==> src/rtl/alu_seq_pkg.sv <==
// Shared definitions for the ALU issue/writeback sequencer: opcodes, flag bit
// positions, data width and FSM state encoding.
package alu_seq_pkg;

   localparam int DW = 10;
   localparam int FW = 4;

   localparam logic [2:0] ADD  = 3'd0;
   localparam logic [2:0] SUB  = 3'd1;
   localparam logic [2:0] MAX  = 3'd2;
   localparam logic [2:0] MIN  = 3'd3;
   localparam logic [2:0] AND  = 3'd4;
   localparam logic [2:0] ORR  = 3'd5;
   localparam logic [2:0] XOR  = 3'd6;
   localparam logic [2:0] XNOR = 3'd7;

   localparam int NEG  = 3;
   localparam int POS  = 2;
   localparam int ZERO = 1;
   localparam int OVF  = 0;

   typedef enum logic [1:0] {
      IDLE = 2'd0,
      EXEC = 2'd1,
      WB   = 2'd2
   } state_t;

   // AND with immediate zero is the instruction that clears a sticky overflow.
   function automatic logic is_ovf_clear(input logic [2:0] oper, input logic imm,
                                         input logic signed [DW-1:0] data);
      return (oper == AND) && imm && (data == '0);
   endfunction

endpackage

==> src/rtl/alu_regfile.sv <==
// NREGS x DW register array: synchronous active-low reset, one write port,
// three combinational read ports (two operand reads and one debug read).
module alu_regfile
   import alu_seq_pkg::*;
#(
   parameter int NREGS = 8,
   localparam int AW = $clog2(NREGS)
) (
   input  logic                 i_clk,
   input  logic                 i_rst_n,
   input  logic                 i_we,
   input  logic [AW-1:0]        i_waddr,
   input  logic signed [DW-1:0] i_wdata,
   input  logic [AW-1:0]        i_raddr0,
   input  logic [AW-1:0]        i_raddr1,
   input  logic [AW-1:0]        i_raddr2,
   output logic signed [DW-1:0] o_rdata0,
   output logic signed [DW-1:0] o_rdata1,
   output logic signed [DW-1:0] o_rdata2
);

   logic signed [DW-1:0] regs [NREGS];

   // Register array: cleared on reset, single write per cycle otherwise.
   always_ff @(posedge i_clk) begin
      if (!i_rst_n) begin
         regs <= '{default: '0};
      end else if (i_we) begin
         regs[i_waddr] <= i_wdata;
      end
   end

   assign o_rdata0 = regs[i_raddr0];
   assign o_rdata1 = regs[i_raddr1];
   assign o_rdata2 = regs[i_raddr2];

endmodule

==> src/rtl/alu_issue_wb.sv <==
// Issue/writeback sequencer around an external combinational ALU.
// IDLE -> EXEC -> WB, one instruction per three cycles. Operands are read
// from the register file at accept, so dst == src needs no hazard handling.
// Optional feature: define ALU_ISSUE_STICKY_OVF_EN to make o_flag[0] sticky.
module alu_issue_wb
   import alu_seq_pkg::*;
#(
   parameter int NREGS = 8,
   localparam int AW = $clog2(NREGS)
) (
   input  logic                 i_clk,
   input  logic                 i_rst_n,
   input  logic                 i_valid,
   output logic                 o_ready,
   input  logic [2:0]           i_oper,
   input  logic                 i_imm,
   input  logic signed [DW-1:0] i_data,
   input  logic [AW-1:0]        i_src0,
   input  logic [AW-1:0]        i_src1,
   input  logic [AW-1:0]        i_dst,
   output logic signed [DW-1:0] o_alu_data,
   output logic signed [DW-1:0] o_alu_arg0,
   output logic signed [DW-1:0] o_alu_arg1,
   output logic [2:0]           o_alu_oper,
   output logic                 o_alu_imm,
   input  logic signed [DW-1:0] i_alu_result,
   input  logic [FW-1:0]        i_alu_flag,
   output logic [FW-1:0]        o_flag,
   output logic                 o_done,
   input  logic [AW-1:0]        i_rd_addr,
   output logic signed [DW-1:0] o_rd_data
);

   state_t               state_q, state_d;
   logic                 accept;
   logic                 wb_en;
   logic [AW-1:0]        dst_q;
   logic signed [DW-1:0] rd_src0, rd_src1;

   alu_regfile #(.NREGS(NREGS)) u_regfile (
      .i_clk    (i_clk),
      .i_rst_n  (i_rst_n),
      .i_we     (wb_en),
      .i_waddr  (dst_q),
      .i_wdata  (i_alu_result),
      .i_raddr0 (i_src0),
      .i_raddr1 (i_src1),
      .i_raddr2 (i_rd_addr),
      .o_rdata0 (rd_src0),
      .o_rdata1 (rd_src1),
      .o_rdata2 (o_rd_data)
   );

   // Next-state and handshake/commit strobes; reset gates ready and done.
   always_comb begin
      state_d = state_q;
      o_ready = 1'b0;
      accept  = 1'b0;
      wb_en   = 1'b0;
      case (state_q)
         IDLE: begin
            o_ready = i_rst_n;
            accept  = i_valid && i_rst_n;
            if (accept) state_d = EXEC;
         end
         EXEC: state_d = WB;
         WB: begin
            wb_en   = i_rst_n;
            state_d = IDLE;
         end
         default: state_d = IDLE;
      endcase
   end

   assign o_done = wb_en;

   // State register.
   always_ff @(posedge i_clk) begin
      if (!i_rst_n) state_q <= IDLE;
      else          state_q <= state_d;
   end

   // Issue registers: capture instruction fields and pre-writeback operands at accept.
   always_ff @(posedge i_clk) begin
      if (!i_rst_n) begin
         o_alu_data <= '0;
         o_alu_arg0 <= '0;
         o_alu_arg1 <= '0;
         o_alu_oper <= '0;
         o_alu_imm  <= 1'b0;
         dst_q      <= '0;
      end else if (accept) begin
         o_alu_data <= i_data;
         o_alu_arg0 <= rd_src0;
         o_alu_arg1 <= rd_src1;
         o_alu_oper <= i_oper;
         o_alu_imm  <= i_imm;
         dst_q      <= i_dst;
      end
   end

`ifdef ALU_ISSUE_STICKY_OVF_EN
   // Flag register with sticky overflow: WB ORs into bit 0 (OVF is bit 0),
   // and an accepted AND-with-immediate-zero clears it.
   always_ff @(posedge i_clk) begin
      if (!i_rst_n) begin
         o_flag <= '0;
      end else if (wb_en) begin
         o_flag <= {i_alu_flag[FW-1:1], i_alu_flag[OVF] | o_flag[OVF]};
      end else if (accept && is_ovf_clear(i_oper, i_imm, i_data)) begin
         o_flag[OVF] <= 1'b0;
      end
   end
`else
   // Flag register: plain copy of the ALU flags at writeback.
   always_ff @(posedge i_clk) begin
      if (!i_rst_n)   o_flag <= '0;
      else if (wb_en) o_flag <= i_alu_flag;
   end
`endif

endmodule

==> config.mk <==
export PLATFORM = sky130hd
export DESIGN_NAME = alu_issue_wb
export DESIGN_NICKNAME = d
export VERILOG_FILES = /design/src/rtl/alu_seq_pkg.sv /design/src/rtl/alu_regfile.sv /design/src/rtl/alu_issue_wb.sv
export SDC_FILE = /design/constraint.sdc
export NUM_CORES = 1
export LEC_CHECK = 0
export BUFFER_PORTS_ARGS = -buffer_cell sky130_fd_sc_hd__buf_4
export CORE_AREA = 8 8 122 180
export DETAILED_ROUTE_END_ITERATION = 10
export DIE_AREA = 0 0 130 188
export GPL_ROUTABILITY_DRIVEN = 0
export PLACE_DENSITY = 0.55
export SLEW_MARGIN = 20
export SYNTH_ARGS = -nofsm -noshare
export SYNTH_HDL_FRONTEND = slang
export SYNTH_HIERARCHICAL = 1
export SYNTH_SLANG_ARGS = --single-unit
==> constraint.sdc <==
create_clock -name i_clk -period 1.6 [get_ports i_clk]
set_input_delay 0.24 -clock i_clk [delete_from_list [all_inputs] [get_ports i_clk]]
set_output_delay 0.24 -clock i_clk [all_outputs]
set_load 0.05 [all_outputs]
==> results of run 1 <==
-- state kept, by name, indices dropped and copies added, names as in the netlist --
| register | flops |
|---|---|
| o_alu_imm | 1 |
| dst_q | 3 |
| state_q | 2 |
| o_alu_data | 10 |
| o_alu_arg0 | 10 |
| o_alu_oper | 3 |
| o_flag | 4 |
| u_regfile/regs | 80 |
| o_alu_arg1 | 10 |
-- through the flow --
step           cells  power (W)  setup slack (ns)  utilization (%)
2_1_floorplan    660   0.003697          -0.09871                -
3_3_place_gp    1012   0.003972           -0.1831            41.04
3_5_place_dp    1012   0.003987           -0.1841            41.04
4_1_cts         1074   0.008238           -0.3270            46.55
5_1_grt         1083   0.008460           -0.3580            48.44
6_report        1083   0.008200           -0.3254            48.44
-- logic make-up after synthesis --
family                 count (synthesis)
flip-flops                           123
multiplexers                          94
AND/OR/NAND/NOR                      260
buffers and inverters                 66
AO/OA/AOI/OAI                        117
-- worst min-delay path: stages --
cell     delay (ns)
buf_4          0.07
nand3_1        0.05
o21ai_0        0.06
-- layer usage --
metal	part of all wire (%)	wire length (um)	global-route usage, %	vias up
li1	-	-	-	2647
met1	37	8391	19.57	2770
met2	49	11080	30.51	274
met3	7.3	1641	3.696	78
met4	6.4	1437	12.74	0
met5	0	0	0	-
-- power groups by stage --
stage	Sequential [W]	Clock (W)	Combinational [W]
floorplan	0.00329	0	0.000408
global placement	0.00320	0	0.000774
detailed placement	0.00320	0	0.000786
CTS	0.00313	0.00430	0.000809
global route	0.00314	0.00443	0.000889
finish	0.00313	0.00422	0.000842
-- final timing paths --
kind,endpoint,depth (start not counted),startpoint
hold reg to reg,o_alu_oper[1],2,o_alu_oper[1]
hold / removal,o_alu_data[6],3,i_data[6]
setup reg to reg,u_regfile/regs[22],8,state_q[1]
setup / recovery,o_rd_data[0],3,u_regfile/regs[20]
-- what timing repair did --
item,CTS,global route
gates resized for setup,92,93
buffers inserted,29,7
pin swaps,1,26
gates cloned,1,3
setup endpoints to repair,18,58
-- synth_stat cells --
library cell	number
a21boi_1	14
buf_1	6
nor4b_4	1
mux2i_1	4
buf_6	10
nand4bb_1	3
mux2_2	30
buf_2	18
nand2_1	197
and2_1	2
and3b_1	1
a21boi_0	66
o21ai_1	3
clkbuf_1	14
and4_1	1
or4b_1	1
nand4b_1	3
mux4_2	50
nand4_1	1
nor3b_2	1
and4bb_2	3
nand3_1	37
nor3b_1	1
and4b_1	3
dfxtp_1	123
buf_4	18
o21ai_0	34
nor2b_1	5
mux4_1	10
-- final cells by class --
class,instances,area [um2]
fill,1751,10040
timing repair buffer,197,1964
clock inverter,12,183.9
multi-input combinational,471,3958
tap,260,325.3
clock buffer,20,466.7
sequential,123,2534
==> summary.md, run 1 <==
| Metric | Value |
|---|---|
| Xor-xnor portion of the synthesized cell area | 0% |
| P&R area growth vs syn | 42.87% |
| Pint | 0.006234 W |
| First-pass GRT wire length | roughly 33 mm |
| Final setup viols | 21 |
| ANT cells | 0 |
| Drt first-iter violations | ~460 |
| Avg Inst Size Synth | around 10 um2 |
| Nets | between 800 and 900 |
| Chip width | between 100 and 150 um |
| Nature of the critical path startpoint | flip-flop |
| Share of post-route cells with drive strength above 1 | 50.91% |
| Worst path max stage delay | approximately 0.48 ns |
| Rel. slew slack | about three fifths |
| Switching part of the total power | a little under a quarter |
| Reg2Reg Setup Slack | -0.04 ns |
| Failing checks | negative setup slack |
| Final setup margin | -0.3254 ns |
| YS warnings | 6 |
| Clock sink count | between 100 and 150 |
| Slew Viols, Final | 0 |
| Drt first pass iters | 5 |
| Cells after synthesis | 660 |
| Commonest cells after routing, fill and taps aside | 174 x nand2_1, 150 x buf_4, 66 x dfxtp_1 |
| Worst-Skew Late Latency | between 0.4 and 0.5 ns |
| Power Density | a little under 900 nW/um2 |
| Post-route cell area | between 9000 and 10000 um2 |
| Initial Util | between 30% and 40% |
| CTS max path bufs | 2 |
| Root Driver | clkbuf_16 |
| Skew final | about 0.0083 ns |
| Critical path type | flip-flop to output pin |
| IO Port Bufs | roughly 90 |
| CP top delay family | multiplexers |
| Worst Path Buf+Inv | 1 |
| Grt total ovfl | 0 |
| ANT nets after route | 0 |
| Crit. End Element | output pin |
| Cell Area, Placed | 7990 um2 |
| Final hold slack | 0.03695 ns |
| Maximum number of pins on one net before global-route repair | 65 |
| Syn nets | between 700 and 800 |
| Vias in the first global route | approximately 5900 |
| DP HPWL | between 10 and 15 mm |
| Clock network power share | 51.5% |
| # hold bufs at CTS | 0 |
| Synth Area in Simple Gates | 17.78% |
| Clock-pin slew on the worst setup and hold paths | 0.06 ns |
| Synth Area in Compound Gates | roughly an eighth |
| Synth area leader | dfxtp_1 |
| Fmax | 519.4 MHz |
| Num CTS Buffers | 17 |
| Core region area | 19470 um2 |
| Netlist Area Pre-Place | around 6600 um2 |
| Routed via count | roughly 5800 |
| Switch Pwr | 0.001967 W |
| H-Tree Depth | 4 |
| Setup TNS | -3.194 ns |
| Total leakage power | roughly 3.6 nW |
| Routed WL per cell | ~21 um |
| Worst-path fanout max | 2 |
| Status | finished with violations |
| CTS tree | yes |
| RSZ-0062 raised after global routing | yes |
| Total wire length | between 20 and 25 mm |
| Total I/O pin count | just over 90 |
| Max Cap Viol | 0 |
| Site Rows | 63 |
| Post-Synth Adder-Cell Area | 0% |
| Initial antenna violation count | 0 |
| Main combinational cell family by area after synthesis | multiplexers |
| Unique masters post-synth | 29 |
| Fin crit share | 120.3% |
| Max IR drop VDD | 0.7336 mV |
| CP max-delay cell | mux4_2 |
| Mux cell area share after synthesis | 26.76% |
| Required @ worst endpoint | between 1 and 1.5 ns |
| DRC viols | 0 |
| Area contributors post-synth | dfxtp_1 37%, mux4_2 17%, nand2_1 11% |
| Crit path DAT | 1.69 ns |
| Worst-Margin Slew | just under 0.6 ns |
| Die height | roughly 190 um |
| Die area | between 20000 and 25000 um2 |
| Tmin final | slightly below 2 ns |
| Register share of total power | between 30% and 40% |
| Min-Delay Path Class | input pin to flip-flop |
| Commonest non-fill, non-tap cell in the layout | nand2_1 |
| Combinational power share | 10.3% |
| Sequential fraction of the synthesis area | 37.30% |
| Vias per inst | 5.327 |
| Critical path cell sequence | mux4_2 -> mux2_4 -> buf_8 |
| Final Hold Viols | 0 |
| Synth top area share | between 30 and 40% |
| Global Route Usage Sum | 18.05% |
| Number of synthesized register bits | between 100 and 150 |
(Power assumes the default switching activity.)
==> run 2: changes to the inputs <==
- CAP_MARGIN: default -> 30
- PLACE_DENSITY: 0.55 -> 0.51
==> summary.md, run 2 (synthesis gave the netlist of run 1 again) <==
| Metric | Value |
|---|---|
| Min-Delay Path Class | input pin to flip-flop |
| # fillers | 1848 (+5.5%) |
| Skew final | 0.009955 ns (+0.001611 ns) |
| CTS max path bufs | 2 (unchanged) |
| Die height | 188 um (unchanged) |
| Drt first-iter violations | 438 (-5.6%) |
| Critical path cell sequence | mux4_2 -> mux2_4 -> buf_8 |
| Commonest cells after routing, fill and taps aside | 189 x nand2_1, 160 x buf_4, 64 x dfxtp_1 |
| # hold bufs at CTS | 0 (unchanged) |
| DP HPWL | 14.76 mm (+1.9%) |
| Register share of total power | 39.1% (+0.9 points) |
| Slew Viols, Final | 0 (unchanged) |
| P&R area growth vs syn | 37.93% |
| Num CTS Buffers | 17 (unchanged) |
| Vias per inst | 5.297 (-0.56%) |
| Drt first pass iters | 5 (unchanged) |
| Final setup viols | 10 (-52%) |
| ANT cells | 0 (unchanged) |
| Grt met2 use | 31.48% (+0.96 points) |
| Met3 usage | 3.867% (+0.17 points) |
| Top reg by flops | u_regfile/regs |
| Vias in the first global route | 5845 (-1.6%) |
| Chip width | 130 um (unchanged) |
| Largest register FFs | 80 (unchanged) |
| Worst-Skew Late Latency | 0.41 ns (about the same) |
| Multi-input gate area | 3844 um2 (-2.9%) |
| M1 GR Usage | 20.49% (+0.93 points) |
| Power Density | 878.4 nW/um2 (+1.0%) |
| ANT nets after route | 0 (unchanged) |
| DRC viols | 0 (unchanged) |
| RSZ-0062 raised after global routing | yes |
| Final setup margin | -0.3321 ns (-0.006755 ns) |
| Crit path DAT | 1.69 ns (about the same) |
| CP top delay family | multiplexers |
| Final Hold Viols | 0 (unchanged) |
| Rel. slew slack | 50.60% (-10 points) |
| First-pass GRT wire length | 33.52 mm (+1.3%) |
| Worst path max stage delay | 0.47 ns (about the same) |
| Worst-Margin Slew | 0.7410 ns (+0.1517 ns) |
| Layout Utilization | 46.76% (-1.7 points) |
| Fmax | 517.6 MHz (-0.35%) |
| Critical path type | flip-flop to output pin |
| H-Tree Depth | 4 (unchanged) |
| Clock sink count | 123 (unchanged) |
| Pint | 0.006046 W (-3.0%) |
| Nature of the critical path startpoint | flip-flop |
| Fin crit share | 120.8% (+0.42 points) |
| Root Driver | clkbuf_16 |
| Final hold slack | 0.04180 ns (+0.004849 ns) |
| Site Rows | 63 (unchanged) |
| Total leakage power | 3.484 nW (-3.2%) |
| Grt total ovfl | 0 (unchanged) |
| Tmin final | 1.932 ns (+0.006755 ns) |
| Share of post-route cells with drive strength above 1 | 48.36% (-2.6 points) |
| Core region area | 19470 um2 (unchanged) |
| Max Cap Viol | 0 (unchanged) |
| Design Power | 0.007998 W (-2.5%) |
| CP max-delay cell | mux4_2 |
| Total I/O pin count | 93 (unchanged) |
| Required @ worst endpoint | 1.36 ns (about the same) |
| Crit. End Element | output pin |
| Switching part of the total power | 24.40% (+0.42 points) |
| Clock-pin slew on the worst setup and hold paths | 0.06 ns (about the same) |
| Max IR drop VDD | 0.6719 mV (-8.4%) |
| Switch Pwr | 0.001952 W (-0.76%) |
| Nets | 851 (-0.23%) |
| Status | finished with violations |
| Routed WL per cell | 20.16 um (-3.2%) |
| Failing checks | negative setup slack |
| Commonest non-fill, non-tap cell in the layout | nand2_1 |
| Worst Path Buf+Inv | 1 (unchanged) |
| Total wire length | 21.79 mm (-3.4%) |
| Maximum number of pins on one net before global-route repair | 88 (+35%) |
| Routed via count | 5726 (-0.75%) |
| Global Route Usage Sum | 18.15% (+0.099 points) |
| Reg area | 2541 um2 (+0.30%) |
| Initial Util | 33.91% (unchanged) |
| Die area | 24440 um2 (unchanged) |
| Worst-path fanout max | 3 (+1) |
| CTS tree | yes |
| Worst slack, placed | -0.2011 ns (-0.01704 ns) |
| GRT Max-Usage Layer | met2 |
| Initial antenna violation count | 0 (unchanged) |
| Combinational power share | 10.0% (-0.3 points) |
| Clock network power share | 50.8% (-0.7 points) |
| IO Port Bufs | 92 (unchanged) |
run 2: cell types whose count changed in the layout (fill, tap and decap cells not counted), moves of 5 or more:
cell	delta
nand2_2	-8
nand2_1	+15
a21boi_2	-5
a21boi_1	+12
a21boi_0	-7
buf_4	+10
buf_12	-11
nand2_4	-7
run 2: worst register-to-register path: stages (launching register included):
cell and delay [ns]:
dfxtp_2 0.33, nor2b_4 0.14, and2_4 0.18, buf_6 0.10, buf_6 0.10, and4b_2 0.29
clkbuf_16 0.19, nand2_1 0.06, a21boi_1 0.12
run 2: metrics by stage:
stage	cells	TNS, ns	instance area [um2]
6_report	1081	-2.927	9105
5_1_grt	1081	-3.582	9105
4_1_cts	1078	-3.061	8942
3_5_place_dp	1023	-2.288	7960
3_3_place_gp	1023	-1.941	7960
2_1_floorplan	660	-3.210	6619
run 2: repair_timing:
action | CTS | global route
endpoints found under the hold margin | 0 | 0
resized for setup | 90 | 69
setup endpoints to repair | 21 | 62
cloned | 1 | 1
pin swaps | 1 | 12
setup buffers | 24 | 2
run 2: power by group through the flow:
stage          sequential [W]  combinational, W  clock [W]
6_report              0.00313          0.000802    0.00406
5_1_grt               0.00313          0.000856    0.00432
3_5_place_dp          0.00320          0.000776          0
4_1_cts               0.00313          0.000794    0.00415
2_1_floorplan         0.00329          0.000408          0
3_3_place_gp          0.00320          0.000764          0
run 2: worst paths after layout:
| check | startpoint | endpoint | slack [ns] | cells past startpoint |
|---|---|---|---|---|
| setup / recovery | u_regfile/regs[34] | o_rd_data[4] | -0.33 | 3 |
| hold reg to reg | o_alu_arg1[9] | o_alu_arg1[9] | 0.45 | 2 |
| setup reg to reg | state_q[1] | u_regfile/regs[10] | 0.02 | 8 |
| hold / removal | i_oper[0] | o_alu_oper[0] | 0.04 | 3 |
run 2: cell type report:
type	instances	share of cell area [%]
Timing Repair Buffer	195	19.38
Clock buffer	20	5.126
Sequential cell	123	27.91
Multi-Input combinational cell	471	42.22
Tap cell	260	3.573
Clock inverter	12	1.800
run 2: metal layers:
layer,up-vias,part of all wire (%),wire length [um]
met4,0,3.8,832
met1,2806,39,8441
met5,-,0,0
met3,56,6.0,1316
li1,2658,-,-
met2,206,51,11200
